===== src/rtl/conv_encoder_tx.sv =====
// -----------------------------------------------------------------------------
// conv_encoder_tx
//   Transmit-side framer and rate-1/2 convolutional encoder for the serial
//   Viterbi link. Collects DATA_BITS info bits, appends K-1 zero tail bits and
//   emits FRAME_LEN = 2*(DATA_BITS+K-1) coded bits serially (c0 then c1 per
//   input step). Frames never overlap: LOAD -> EMIT -> LOAD.
//
// Optional feature macro: CONV_ERR_INJECT_EN
//   When defined, adds inj_en / inj_pos. Both are sampled when the FSM enters
//   EMIT; if inj_en=1, coded bit inj_pos of that frame is inverted on the wire
//   (positions >= FRAME_LEN never match). Encoder memory is unaffected.
//
// Ports
//   clk1        in   rising-edge clock
//   reset       in   asynchronous active-high reset
//   in_bit      in   info bit (first accepted = first bit of frame)
//   in_valid    in   in_bit valid
//   in_ready    out  high while collecting info bits (state LOAD)
//   out_bit     out  registered coded serial bit
//   out_valid   out  out_bit valid
//   out_ready   in   sink takes out_bit this cycle
//   frame_start out  high with coded bit 0
//   frame_end   out  high with coded bit FRAME_LEN-1
//   inj_en      in   (CONV_ERR_INJECT_EN only) invert one coded bit this frame
//   inj_pos     in   (CONV_ERR_INJECT_EN only) index of the bit to invert
// -----------------------------------------------------------------------------
module conv_encoder_tx #(
    parameter int             DATA_BITS = 5,
    parameter int             K         = 3,
    parameter logic [K-1:0]   G1        = 3'b111,
    parameter logic [K-1:0]   G2        = 3'b101
) (
    input  logic clk1,
    input  logic reset,
    input  logic in_bit,
    input  logic in_valid,
    output logic in_ready,
    output logic out_bit,
    output logic out_valid,
    input  logic out_ready,
    output logic frame_start,
    output logic frame_end
`ifdef CONV_ERR_INJECT_EN
    ,
    input  logic inj_en,
    input  logic [$clog2(2*(DATA_BITS+K-1))-1:0] inj_pos
`endif
);

    localparam int NSTEPS    = DATA_BITS + K - 1;
    localparam int FRAME_LEN = 2 * NSTEPS;
    localparam int CNT_W     = $clog2(DATA_BITS + 1);
    localparam int STEP_W    = $clog2(NSTEPS + 1);
    localparam int IDX_W     = $clog2(FRAME_LEN + 1);

    localparam logic [CNT_W-1:0]  CNT_LAST  = CNT_W'(DATA_BITS - 1);
    localparam logic [STEP_W-1:0] STEP_DATA = STEP_W'(DATA_BITS);
    localparam logic [STEP_W-1:0] STEP_LAST = STEP_W'(NSTEPS - 1);
    localparam logic [IDX_W-1:0]  IDX_LAST  = IDX_W'(FRAME_LEN - 1);

    typedef enum logic {S_LOAD, S_EMIT} state_t;

    state_t             r_state;
    logic [CNT_W-1:0]   r_cnt;
    logic [STEP_W-1:0]  r_step;
    logic               r_phase;
    logic [K-2:0]       r_sr;       // previous K-1 inputs, bit K-2 is the newest
    logic [IDX_W-1:0]   r_bit_idx;
    logic               r_out_bit;
    logic               r_out_valid;
    logic               r_frame_start;
    logic               r_frame_end;

    logic [DATA_BITS-1:0] w_info;
    logic                 w_accept;
    logic                 w_u;
    logic [K-1:0]         w_sr_full;
    logic                 w_coded;
    logic                 w_flip;
    logic                 w_advance;

    assign w_accept = in_valid && (r_state == S_LOAD);

    // One storage flop per info position; position gi is written by the
    // gi-th accepted bit of the frame.
    genvar gi;
    generate
        for (gi = 0; gi < DATA_BITS; gi++) begin : g_info
            logic r_info_bit;
            always_ff @(posedge clk1 or posedge reset) begin
                if (reset) begin
                    r_info_bit <= 1'b0;
                end else if (w_accept && (r_cnt == CNT_W'(gi))) begin
                    r_info_bit <= in_bit;
                end
            end
            assign w_info[gi] = r_info_bit;
        end
    endgenerate

    // Encoder datapath: current input (zero during the tail) joined with memory.
    always_comb begin
        w_u       = 1'b0;
        if (r_step < STEP_DATA) begin
            w_u = w_info[r_step];
        end
        w_sr_full = {w_u, r_sr};
        w_coded   = r_phase ? ^(w_sr_full & G2) : ^(w_sr_full & G1);
    end

`ifdef CONV_ERR_INJECT_EN
    logic                                      r_inj_en;
    logic [$clog2(2*(DATA_BITS+K-1))-1:0]      r_inj_pos;

    // Captured on the same edge that moves the FSM into EMIT.
    always_ff @(posedge clk1 or posedge reset) begin
        if (reset) begin
            r_inj_en  <= 1'b0;
            r_inj_pos <= '0;
        end else if (w_accept && (r_cnt == CNT_LAST)) begin
            r_inj_en  <= inj_en;
            r_inj_pos <= inj_pos;
        end
    end

    assign w_flip = r_inj_en && (r_bit_idx == IDX_W'(r_inj_pos));
`else
    assign w_flip = 1'b0;
`endif

    // The output register may be (re)loaded when it is empty or being taken.
    assign w_advance = !r_out_valid || out_ready;

    always_ff @(posedge clk1 or posedge reset) begin
        if (reset) begin
            r_state       <= S_LOAD;
            r_cnt         <= '0;
            r_step        <= '0;
            r_phase       <= 1'b0;
            r_sr          <= '0;
            r_bit_idx     <= '0;
            r_out_bit     <= 1'b0;
            r_out_valid   <= 1'b0;
            r_frame_start <= 1'b0;
            r_frame_end   <= 1'b0;
        end else begin
            case (r_state)
                S_LOAD: begin
                    r_out_valid   <= 1'b0;
                    r_frame_start <= 1'b0;
                    r_frame_end   <= 1'b0;
                    if (w_accept) begin
                        if (r_cnt == CNT_LAST) begin
                            r_cnt     <= '0;
                            r_state   <= S_EMIT;
                            r_step    <= '0;
                            r_phase   <= 1'b0;
                            r_sr      <= '0;
                            r_bit_idx <= '0;
                        end else begin
                            r_cnt <= r_cnt + CNT_W'(1);
                        end
                    end
                end
                S_EMIT: begin
                    if (w_advance) begin
                        if (r_out_valid && r_frame_end) begin
                            // Last coded bit just transferred: frame done.
                            r_state       <= S_LOAD;
                            r_out_valid   <= 1'b0;
                            r_out_bit     <= 1'b0;
                            r_frame_start <= 1'b0;
                            r_frame_end   <= 1'b0;
                            r_step        <= '0;
                            r_phase       <= 1'b0;
                            r_bit_idx     <= '0;
                        end else begin
                            r_out_bit     <= w_coded ^ w_flip;
                            r_out_valid   <= 1'b1;
                            r_frame_start <= (r_bit_idx == '0);
                            r_frame_end   <= (r_bit_idx == IDX_LAST);
                            r_bit_idx     <= (r_bit_idx == IDX_LAST) ? '0 : r_bit_idx + IDX_W'(1);
                            if (r_phase) begin
                                // Both coded bits of this step are out: shift memory.
                                r_phase <= 1'b0;
                                r_sr    <= w_sr_full[K-1:1];
                                r_step  <= (r_step == STEP_LAST) ? '0 : r_step + STEP_W'(1);
                            end else begin
                                r_phase <= 1'b1;
                            end
                        end
                    end
                end
                default: r_state <= S_LOAD;
            endcase
        end
    end

    assign in_ready    = (r_state == S_LOAD);
    assign out_bit     = r_out_bit;
    assign out_valid   = r_out_valid;
    assign frame_start = r_frame_start;
    assign frame_end   = r_frame_end;

endmodule


===== config.mk =====
export PLATFORM = sky130hd
export DESIGN_NAME = conv_encoder_tx
export DESIGN_NICKNAME = d
export VERILOG_FILES = /design/src/rtl/conv_encoder_tx.sv
export SDC_FILE = /design/constraint.sdc
export NUM_CORES = 1
export LEC_CHECK = 0
export BUFFER_PORTS_ARGS = -buffer_cell sky130_fd_sc_hd__buf_2
export CAP_MARGIN = 5
export CORE_MARGIN = 5
export CORE_UTILIZATION = 60
export DETAILED_ROUTE_END_ITERATION = 16
export GPL_ROUTABILITY_DRIVEN = 0
export PLACE_DENSITY_LB_ADDON = 0.1
export RECOVER_POWER = 100
export SYNTH_ARGS = -nofsm -noshare
export SYNTH_HDL_FRONTEND = slang
export SYNTH_SLANG_ARGS = --single-unit
export TNS_END_PERCENT = 5

===== constraint.sdc =====
create_clock -name clk1 -period 3.9 [get_ports clk1]
set_input_delay 0 -clock clk1 [delete_from_list [all_inputs] [get_ports clk1]]
set_output_delay 0 -clock clk1 [all_outputs]
set_load 0.01 [all_outputs]

==> results_tabular.tex <==
\begin{tabular}{lr}
\hline
Metric & Value \\
\hline
\multicolumn{2}{l}{\textbf{Synth}} \\
\quad Avg Cell Area, Syn & 10.22 um2 \\
\quad Number of nets in the synthesized netlist & 137 \\
\quad Count of cell types in the netlist & 33 \\
\quad Top cells by instance count after synthesis & 23 x dfrtp\_1, 21 x nand2\_1, 9 x inv\_1, 8 x ha\_1, 7 x mux2\_2 \\
\quad Synth warn & 0 \\
\quad Sequential area share after synthesis & 45.41\% \\
\quad Seq cells post-synth & 23 \\
\quad Number of flops mapped to enable cells by yosys & 0 \\
\quad Most used standard cell by instance count after synthesis & dfrtp\_1 \\
\quad Library cell with the largest summed area after synthesis & dfrtp\_1 \\
\quad Fraction of registers with async set or reset after synthesis & 100.0\% \\
\quad Biggest area contributors in the synthesized netlist & dfrtp\_1 45\%, ha\_1 7.9\%, mux2\_2 6.2\% \\
\quad Share of the synthesized area in the top cell type & 45.41\% \\
\quad Dominant register cell in the synthesized netlist & dfrtp\_1 \\
\quad Cell area after synthesis & 1267 um2 \\
\quad Post-Syn Instances & 124 \\
\multicolumn{2}{l}{\textbf{STA}} \\
\quad Min setup slack post-route & 1.641 ns \\
\quad Setup repair after global routing missed its margin & false \\
\quad Final count of hold timing violations & 0 \\
\quad Sum of negative setup slack & 0 ns \\
\quad Slew at the pin closest to its max-slew limit & 0.9099 ns \\
\quad Worst relative slew slack & 38.80\% \\
\quad Max Transition Viols Final & 0 \\
\quad Max Clock Freq & 442.6 MHz \\
\quad Worst setup skew after layout & 0.004686 ns \\
\quad Shortest clock period the worst path allows after layout & 2.259 ns \\
\quad Final setup fails & 0 \\
\quad Share of the clock period used by the worst path & 57.93\% \\
\multicolumn{2}{l}{\textbf{Clock network}} \\
\quad Number of H-tree levels & 1 \\
\quad Number of setup buffers added after CTS & 0 \\
\quad Clock latency at the later pin of the worst-skew pair & 0.30 ns \\
\quad Clock edge transition at the registers on the reported setup and hold paths & 0.13 ns \\
\quad Clk sink count & 23 \\
\quad Clock Tree Root & clkbuf\_4 \\
\quad TritonCTS Buffers & 3 \\
\quad TritonCTS clock tree & built \\
\quad Number of buffers on the longest clock path & 2 \\
\multicolumn{2}{l}{\textbf{Global routing}} \\
\quad Maximum number of pins on one net before global-route repair & 24 \\
\quad Final global-route overflow total & 0 \\
\quad Number of global-route vias before repair & 950 \\
\quad Number of antenna violations at the first check in global routing & 0 \\
\quad Overall routing resource usage & 15.95\% \\
\quad First-pass GRT wire length & 4064 um \\
\multicolumn{2}{l}{\textbf{Routing}} \\
\quad Post-route antenna net violation count & 0 \\
\quad Detailed-route DRC error count & 0 \\
\quad Number of violations reported at the end of detailed-routing iteration 0 & 12 \\
\quad Via Count & 929 \\
\quad Avg WL per Cell & 13.67 um \\
\quad Number of detailed-routing iterations run before antenna repair & 4 \\
\quad Detailed Route WL & 2229 um \\
\quad Ratio of routed vias to standard cells & 5.699 \\
\multicolumn{2}{l}{\textbf{Outcome}} \\
\quad Run status & completed \\
\multicolumn{2}{l}{\textbf{Power and ir drop}} \\
\quad Internal power & 576.9 uW \\
\quad Combinational share of power & 41.0\% \\
\quad Clock power share & 11.1\% \\
\quad Leakage dissipation & 0.6155 nW \\
\quad Share of power burned in registers & 47.9\% \\
\quad Total net switching power & 395.3 uW \\
\quad Switch share & 40.66\% \\
\quad Power per cell area & 721.4 nW/um2 \\
\quad Worst ir drop on vdd & 0.3729 mV \\
\multicolumn{2}{l}{\textbf{Cells and area}} \\
\quad Share of the core filled with cells in the final layout & 67.99\% \\
\quad Synthesis-to-finish area growth & 6.318\% \\
\quad Number of diodes added for antenna fixing & 0 \\
\quad Final-stage net count & 150 \\
\quad Proportion of layout cells with a drive suffix above 1 & 12.50\% \\
\multicolumn{2}{l}{\textbf{Die}} \\
\quad Width of the die & 55.96 um \\
\quad Top-level I/O count & 10 \\
\quad Row Count & 16 \\
\quad Chip height & 55.96 um \\
\quad Area of the core & 1982 um2 \\
\quad Initial cell density of the core & 63.95\% \\
\quad Full die area & 3132 um2 \\
\multicolumn{2}{l}{\textbf{Setup path}} \\
\quad FF-to-FF End & r\_step[0]\$\_DFFE\_PP0P\_ \\
\quad Worst flop-to-flop path startpoint & r\_cnt[0]\$\_DFFE\_PP0P\_ \\
\quad Critical Path Source & r\_cnt[0]\$\_DFFE\_PP0P\_ \\
\quad Required time at the endpoint of the critical path & 4.10 ns \\
\quad Register-to-register setup slack & 1.64 ns \\
\quad Crit Path Category & reg -> reg \\
\quad Critical-path maximum fanout & 9 \\
\quad Worst Reg2Reg Path Length in Cells & 6 \\
\quad Critical path arrival & 2.46 ns \\
\quad CP Capture Type & flip-flop \\
\quad Critical path endpoint & r\_step[0]\$\_DFFE\_PP0P\_ \\
\quad Category of the worst setup path launch point & flip-flop \\
\multicolumn{2}{l}{\textbf{Run}} \\
\quad Max-Cap Viols & 0 \\
\multicolumn{2}{l}{\textbf{Place}} \\
\quad Total of buffers placed on input and output ports & 9 \\
\quad Post-placement worst setup slack & 2.243 ns \\
\quad Detailed placer's ending HPWL & 1693 um \\
\multicolumn{2}{l}{\textbf{Worst hold path}} \\
\quad Hold Path Class & in -> async \\
\hline
\end{tabular}
power by group through the flow:
stage | Clock, mW | Sequential (mW) | Combinational [mW]
after global routing | 0.126 | 0.488 | 0.455
final | 0.108 | 0.466 | 0.399
after global placement | 0 | 0.466 | 0.409
after CTS | 0.111 | 0.469 | 0.423
after floorplan | 0 | 0.416 | 0.389
after detailed placement | 0 | 0.475 | 0.417
sequential cells by signal (all words and copies together) (netlist names):
name,flops
r_state,1
r_sr,2
r_phase,1
out_valid,1
r_cnt,3
out_bit,1
frame_end,1
r_bit_idx,4
r_step,3
g_info.r_info_bit,5
frame_start,1
cell families after synthesis:
family / share of synthesized area (%)
adders and majority gates: 7.898
xor gates and xnor gates: 0.6911
muxes: 9.379
and+or+nand+nor: 15.20
DFF: 45.41
AOI/OAI and AO/OA: 16.29
buffers and inverters: 5.132
worst min-delay path by stage:
stage / start / endpoint / slack (ns) / cells after the start
floorplan: reset / frame_end$_DFFE_PP0P_ / 0.002 / 1
global placement: reset / frame_start$_DFFE_PP0P_ / 0.21 / 2
detailed placement: reset / r_bit_idx[3]$_DFFE_PP0P_ / 0.22 / 2
CTS: reset / r_bit_idx[1]$_DFFE_PP0P_ / 0.44 / 3
global route: reset / r_bit_idx[3]$_DFFE_PP0P_ / 0.48 / 3
finish: reset / r_bit_idx[1]$_DFFE_PP0P_ / 0.41 / 3
worst max-delay path, cell delays in order (launching register included):
cell,delay (ns)
dfrtp_1,0.44
inv_1,0.08
ha_1,0.22
nand4b_1,0.17
a21boi_0,0.76
o22ai_1,0.18
a32o_1,0.30
layer usage:
| metal | part of all wire, % | global-route usage [%] | vias to the layer above |
|---|---|---|---|
| li1 | - | - | 455 |
| met1 | 44 | 17.44 | 468 |
| met2 | 54 | 31.05 | 4 |
| met3 | 1.5 | 3.480 | 2 |
| met4 | 0.40 | 3.051 | 0 |
| met5 | 0 | 0 | - |
what timing repair did:
item,4_1_cts,5_1_grt
gates resized for setup,0,0
hold buffers,4,0
endpoints found under the hold margin,30,0
metrics by stage:
stage	instances	hold slack [ns]	instance area, um2	power (mW)
2_1_floorplan	124	0.001924	1267	0.8047
3_3_place_gp	155	0.2122	1315	0.8750
3_5_place_dp	155	0.2227	1315	0.8919
4_1_cts	163	0.4379	1383	1.004
5_1_grt	163	0.4778	1348	1.069
6_report	163	0.4099	1348	0.9721
cell usage in the layout, fill, tap and decap left out, drive strengths merged:
cell type / netlist / final
nand2: 21 / 21
nor2: 6 / 6
nor2b: 1 / 1
o21bai: 1 / 1
o22ai: 2 / 2
inv: 9 / 9
a31o: 1 / 1
o211ai: 1 / 1
clkbuf: 1 / 8
a31oi: 5 / 5
dlygate4sd3: 0 / 4
buf: 4 / 4
xnor2: 1 / 1
mux2i: 4 / 4
a41oi: 1 / 1
nand4b: 1 / 1
a21boi: 1 / 1
nand2b: 4 / 4
nand3: 4 / 4
clkinv: 0 / 1
a32o: 2 / 2
a21oi: 4 / 4
o21a: 2 / 2
mux2: 7 / 7
dfrtp: 23 / 23
o21ai: 5 / 5
a22o: 1 / 1
nand3b: 2 / 2
o2111ai: 1 / 1
a211o: 1 / 1
ha: 8 / 8
final cells by class:
type / instances / area (um2)
inverters: 9 / 33.78
well taps: 27 / 33.78
clock inverters: 1 / 5.005
flip-flops and latches: 23 / 575.6
clock buffers: 3 / 22.52
multi-input cells: 87 / 598.1
fillers: 172 / 634.4
repair buffers: 13 / 78.83
No activity file was read; power rests on OpenSTA's default activity.
